$ cat src/rtl/alu_arbiter.sv
// -----------------------------------------------------------------------------
// alu_arbiter
//
// Shares one combinational ALU between two requesters (req0: EX stage,
// req1: multicycle helper unit). The winning request is registered into an
// issue stage that drives the ALU. The ALU result is then captured into a
// response register, which supports backpressure. Operation codes pass
// through unmodified, and the block does no arithmetic of its own.
//
// Configuration macro:
//   ALU_ARB_RR_EN  defined   -> round-robin arbitration with a one-bit pointer
//                  undefined -> fixed priority, req0 always wins
//
// Ports:
//   clk, reset                      clock; synchronous active-low reset
//   req0_valid/ready/op/a/b         requester 0 (EX stage) handshake + payload
//   req1_valid/ready/op/a/b         requester 1 (helper unit) handshake + payload
//   alu_op, alu_a, alu_b            issue register, drives the external ALU
//   alu_result                      combinational result from the ALU
//   rsp_valid/ready/id/result       registered response to the consumer
// -----------------------------------------------------------------------------
module alu_arbiter #(
    parameter int DATA_W = 32,
    parameter int OP_W   = 4
) (
    input  logic              clk,
    input  logic              reset,
    input  logic              req0_valid,
    output logic              req0_ready,
    input  logic [OP_W-1:0]   req0_op,
    input  logic [DATA_W-1:0] req0_a,
    input  logic [DATA_W-1:0] req0_b,
    input  logic              req1_valid,
    output logic              req1_ready,
    input  logic [OP_W-1:0]   req1_op,
    input  logic [DATA_W-1:0] req1_a,
    input  logic [DATA_W-1:0] req1_b,
    output logic [OP_W-1:0]   alu_op,
    output logic [DATA_W-1:0] alu_a,
    output logic [DATA_W-1:0] alu_b,
    input  logic [DATA_W-1:0] alu_result,
    output logic              rsp_valid,
    input  logic              rsp_ready,
    output logic              rsp_id,
    output logic [DATA_W-1:0] rsp_result
);

    logic              issue_valid;
    logic              issue_id;
    logic              resp_free;
    logic              issue_adv;
    logic              can_accept;
    logic              grant_id;
    logic              accept;
    logic [OP_W-1:0]   sel_op;
    logic [DATA_W-1:0] sel_a;
    logic [DATA_W-1:0] sel_b;

    // Handshake chain: the response register frees first. The issue stage
    // can then move forward, and only after that can a new request be taken.
    assign resp_free  = !rsp_valid || rsp_ready;
    assign issue_adv  = issue_valid && resp_free;
    assign can_accept = !issue_valid || issue_adv;

`ifdef ALU_ARB_RR_EN
    logic rr_ptr;

    // The pointer only settles contention. A lone valid requester always
    // wins. With no valid requester, the preferred one is shown ready.
    // NOTE: every always_comb output gets a default first, so no path can
    // leave it unassigned and infer a latch.
    always_comb begin
        grant_id = rr_ptr;
        if (req0_valid && !req1_valid) begin
            grant_id = 1'b0;
        end else if (req1_valid && !req0_valid) begin
            grant_id = 1'b1;
        end
    end

    always_ff @(posedge clk) begin
        if (!reset) begin
            rr_ptr <= 1'b0;
        end else if (accept) begin
            rr_ptr <= ~grant_id;
        end
    end
`else
    // Fixed priority: req1 is granted only when req0 is idle.
    always_comb begin
        grant_id = !req0_valid && req1_valid;
    end
`endif

    // Exactly one ready can be high, and only when the issue stage can load.
    // The granted ready may be high while its valid is low.
    assign req0_ready = can_accept && !grant_id;
    assign req1_ready = can_accept &&  grant_id;
    assign accept     = can_accept && (grant_id ? req1_valid : req0_valid);

    always_comb begin
        sel_op = req0_op;
        sel_a  = req0_a;
        sel_b  = req0_b;
        if (grant_id) begin
            sel_op = req1_op;
            sel_a  = req1_a;
            sel_b  = req1_b;
        end
    end

    // Issue stage. On advance with no new accept, only the valid bit drops.
    // The operand registers keep their last value.
    // NOTE: sequential state uses non-blocking assignments, so every register
    // samples pre-edge values and the two stages shift as one pipeline.
    always_ff @(posedge clk) begin
        if (!reset) begin
            issue_valid <= 1'b0;
            issue_id    <= 1'b0;
            alu_op      <= '0;
            alu_a       <= '0;
            alu_b       <= '0;
        end else if (accept) begin
            issue_valid <= 1'b1;
            issue_id    <= grant_id;
            alu_op      <= sel_op;
            alu_a       <= sel_a;
            alu_b       <= sel_b;
        end else if (issue_adv) begin
            issue_valid <= 1'b0;
        end
    end

    // Response stage. A new result overwrites a response that is being
    // consumed on the same edge, so the stream has no bubble.
    always_ff @(posedge clk) begin
        if (!reset) begin
            rsp_valid  <= 1'b0;
            rsp_id     <= 1'b0;
            rsp_result <= '0;
        end else if (issue_adv) begin
            rsp_valid  <= 1'b1;
            rsp_id     <= issue_id;
            rsp_result <= alu_result;
        end else if (rsp_ready) begin
            rsp_valid  <= 1'b0;
        end
    end

endmodule

$ cat config.mk
export PLATFORM = sky130hd
export DESIGN_NAME = alu_arbiter
export DESIGN_NICKNAME = d
export VERILOG_FILES = /design/src/rtl/alu_arbiter.sv
export SDC_FILE = /design/constraint.sdc
export NUM_CORES = 1
export LEC_CHECK = 0
export CAP_MARGIN = 10
export CORE_ASPECT_RATIO = 1.1
export CORE_MARGIN = 1
export CORE_UTILIZATION = 42
export CTS_CLUSTER_DIAMETER = 60
export DETAILED_ROUTE_END_ITERATION = 8
export PLACE_DENSITY = 0.95
export SLEW_MARGIN = 20
export SYNTH_ARGS = -nofsm -noshare
export SYNTH_HDL_FRONTEND = slang
export SYNTH_SLANG_ARGS = --single-unit
$ cat constraint.sdc
create_clock -name clk -period 3.5 [get_ports clk]
set_input_delay 0.7 -clock clk [delete_from_list [all_inputs] [get_ports clk]]
set_output_delay 0.7 -clock clk [all_outputs]
set_load 0.1 [all_outputs]
* Word level (Yosys, flattened, before mapping)
Index checks and enable logic that the tools add are counted.
** Operators by class
- Muxes and demuxes :: 8
- Reduce and logical (&&, ||, !) cells :: 13
** Operators by type and width (number)
- $mux W32 :: 2
- $logic_and A1 B1 Y1 :: 5
- $mux W1 :: 5
- $logic_not A1 Y1 :: 4
- $mux W4 :: 1
- $reduce_bool A2 Y1 :: 2
- $logic_or A1 B1 Y1 :: 2
** Word-level totals
- Register bits :: 104
- Input bits :: 173

* Longest topological paths before layout
- Word-level depth :: 6
- Gate-level depth with buffers :: 7
- Gate-level depth less buffers :: 3

* Least setup slack after synthesis
Ideal clock, no wire load.
- Path type :: in2out
- Start point :: in req1_valid
- End point :: out req0_ready
- Data arrival time :: 2.726 ns
- Data required time :: 2.800 ns
- Slack :: 0.074 ns
- Stages :: 5
- Buffers on the path :: 3
- Cells stage by stage :: buf_2 -> nor2b_1 -> clkbuf_1 -> buf_2 -> a21oi_1
** On the way
- Cells in the longest elaborated chain, start to end :: 3
** Ends and longest elaborated chain
- from (decl) :: RTL line 33 : input logic req1_valid,
- $logic_and A1 B1 Y1 :: RTL line 91 : grant_id = !req0_valid && req1_valid;
- $logic_not A1 Y1 :: RTL line 97 : assign req0_ready = can_accept && !grant_id;
- $logic_and A1 B1 Y1 :: RTL line 97
- to (decl) :: RTL line 29 : output logic req0_ready,
Every way passes these cells.

* Final worst setup path
- Start point :: in rsp_ready
- End point :: out req0_ready
** On the way
- Cells in the longest elaborated chain, start to end :: 4
** Ends and longest elaborated chain
- from (decl) :: RTL line 43 : input logic rsp_ready,
- $logic_or A1 B1 Y1 :: RTL line 61 : assign resp_free = !rsp_valid || rsp_ready;
- $logic_and A1 B1 Y1 :: RTL line 62 : assign issue_adv = issue_valid && resp_free;
- $logic_or A1 B1 Y1 :: RTL line 63 : assign can_accept = !issue_valid || issue_adv;
- $logic_and A1 B1 Y1 :: RTL line 97
Every way passes these cells.

==> results summary <==
The worst path arrival time came out at 2.06 ns. The fmax is 363 MHz. The CTS tree is done. The proportion of layout cells with a drive suffix above 1 came out at 5.04%. The routed length on met2 is 8.80 mm. The post-detailed-route via-to-cell ratio is a little under 6. IR analysis of the VDD net gives a maximum drop of 0.338 mV. The area of the die is 12400 sq um.

The total via count after detailed routing is 5440. The leftover overflow at the end of global routing is 0. For this run, the number of Yosys warnings is 0. The internal reg-to-reg setup slack is 1.36 ns. After layout, the worst path uses 78.8% of the clock period. The final number of max-transition violations is 0. The storage element area is between 2000 and 2500 sq um. The number of post-CTS setup repair buffers is 0. The end-of-flow core utilization came out at 69.7%. The worst reg2reg path depth is 4.

The via count of the first global-routing pass came out at about 5300. The power density relative to cell area is roughly 470 nW/um^2. The highest net fanout along the worst path came out at 35. The post-synthesis instance area came out at 5040 sq um. The post-cts resize count is 0. The path type of the worst min-delay path is reg2reg. Yosys instantiated no cell more often than dfxtp_1. The count of flip-flops with a built-in enable after synthesis is 0. The worst-skew pair later-pin latency came out at 0.34 ns. Counting tap cells, the placed design contains a total of 927 instances. The repair_antennas step left the layout with diodes totalling 0. The area of all placed cells without fillers came out at 8080 sq um. The end of the worst hold path is rsp_result[11]. The number of hold violations in the final report is 0.

The worst hold path begins at rsp_result[11]. The count of cells along the worst hold path is 2. The number of nets with antenna violations after detailed routing came out at 0. Ranked by total cell area, the synthesized netlist is headed by dfxtp_1 41%, o211a_1 14%, o2111ai_1 12%. The estimated wirelength of the detail-placed design came out at 12.1 mm. When the netlist entered floorplanning its net count stood at 734. In this run, synthesis produced a sequential element count of 104. The port buffer count came out at between 200 and 300.

Setup slack closes at ~0.74 ns. Setup violations remaining at the end of the flow were counted as 0. The worst flop-to-flop path startpoint is issue_valid. The maximum clock path buffer count is 2.

The endpoint identified for the worst register-to-register timing path is alu_a[12]. The CTS clock-pin slew for the worst setup and hold paths is 0.08 ns. The total routing resource utilization after global routing is between 20% and 30%.

The area of the multi-input gates came out at 2380 sq um. Counting instances in the post-synthesis netlist gives the leading cell types as 104 x dfxtp_1, 69 x inv_1, 69 x nand3b_1. Sequential elements use 41.3% of the synthesized area. Buffers inserted during clock tree synthesis total 9.

The die span in y came out at 117 um. The H-tree generated during clock tree synthesis spans 3 levels. Setup repair after global routing left no endpoint under its margin. After detailed routing, the number of remaining DRC violations is 0. STA classifies the critical path startpoint as a primary input. The critical path in this run is classified as in2out.

The non-filler instance count after layout is 943. The mean routed wirelength per cell came out at 18.5 um. In the synthesized netlist, the number of instances is between 500 and 600. The top cell type by area accounts for 41.3% of the synthesized area. The placer's final routability congestion estimate is 0.806. The maximum number of pins on one net before global-route repair is 69. The number of antenna violations at the first check in global routing came out at 0.

The cell sitting at the root of the clock tree is a clkbuf_16. The count of filler cells inserted in the layout is ~900. The placement row count came out at 41.

The share of synthesized registers carrying an async set or reset came out at 0%. The detailed route wirelength on metal3 came out at 1.42 mm. The setup clock skew after layout came out at about 0.008 ns. The count of different cell masters after synthesis is 22. The summed negative setup slack over all endpoints is 0 ns. The detailed-route wire length on metal 1 is 6.76 mm. The endpoint required time on the critical path came out at 2.80 ns.

The effective utilization at floorplan is 43.4%. Compared with the post-synthesis result, the final layout area differs by 60.3%. The clock period could shrink to 2.76 ns. The remaining max-slew budget at the tightest pin is 31.0%.

The area of the placeable core is 11600 sq um. For the pin with the worst max-slew slack, the measured transition is 1.03 ns. The highest metal layer with signal wires is met4. The worst setup path is captured at an output pin. The die outline width came out at between 100 and 150 um.

The net count of the finished layout came out at 961. The count of hold buffers inserted by post-cts repair came out at 0. The total iterations of the first detailed-routing run is 5. The placement-stage cell area came out at 7760 sq um. The setup slack at placement came out at 0.549 ns. The routed wire length came out at 17.5 mm. The global-route wire length before repair is 26.4 mm. Summed over all instances, the cell type with the most area after synthesis is dfxtp_1. The number of clock sinks came out at ~100.

The reported leakage power came out at 0.00357 uW. For this block, the initial DRC count from the detailed router was between 300 and 400. The synthesized area per cell came out at between 8 and 9 sq um. For this run, the leading register cell type out of synthesis is dfxtp_1.

The I/O pin total came out at 277. The number of max-capacitance violations reported came out at 0. The flow ran to the end, and the final reports show no timing, DRC or antenna violations.
[cell usage in the layout, fill, tap and decap left out, drive strengths merged]
cell type      count
a211oi             1
o21ai             33
clkinv             3
nand3             33
and2b              1
inv               73
dfxtp            104
clkdlybuf4s50    267
nor2b              1
bufinv             1
a21oi             38
clkbuf             9
and2               1
o211a             68
buf               20
nand2b             1
nor2               1
o2111ai           68
nand3b            69
or2                1
[flip-flops by register name (all words and copies together), names as in the netlist]
name,cells
rsp_valid,1
alu_b,32
issue_id,1
rsp_result,32
alu_op,4
issue_valid,1
rsp_id,1
alu_a,32
[metrics by stage]
stage                     power [uW]  hold slack (ns)
final                           3780            0.480
after global placement          2720            0.454
after global routing            3900            0.500
after floorplan                 2290            0.443
after CTS                       3790            0.479
after detailed placement        2750            0.469
[metal layers]
metal,track usage (%),vias to the layer above
li1,-,2530
met1,29.3,2591
met2,49.6,279
met3,6.81,40
met4,12.1,0
met5,0,-
[where the power goes]
group	leakage [uW]	internal, uW	switching (uW)
logic	0.00256	448	946
registers	0.000862	1280	52.7
clock network	0.000153	571	482
[area by class of cell]
type	count	area share, %
repair buffers	287	35.3
multi-input cells	316	29.5
flip-flops and latches	104	25.8
inverters	70	3.25
clock buffers	9	2.79
well taps	150	2.32
clock inverters	7	1.05
[critical path, stage by stage]
cell and delay [ns]:
clkdlybuf4s50_1 0.44, and2b_4 0.51, a21oi_1 0.20, buf_12 0.20
[worst max-delay path by stage]
stage,from,cells past startpoint,to
after floorplan,req1_valid,5,req0_ready
after global placement,rsp_ready,5,alu_a[15]
after detailed placement,rsp_ready,5,alu_a[12]
after CTS,rsp_ready,4,req0_ready
after global routing,rsp_ready,4,req0_ready
final,rsp_ready,4,req0_ready
[kinds of logic (layout without fill, tap and decap cells)]
| kind of cell | after synthesis | after routing | share of synthesized area [%] |
|---|---|---|---|
| AOI/OAI and AO/OA | 208 | 208 | 32.6 |
| buffers and inverters | 141 | 373 | 11.7 |
| and+or+nand+nor | 108 | 108 | 14.3 |
| DFF | 104 | 104 | 41.3 |
Power figures use the tool's default switching activity.
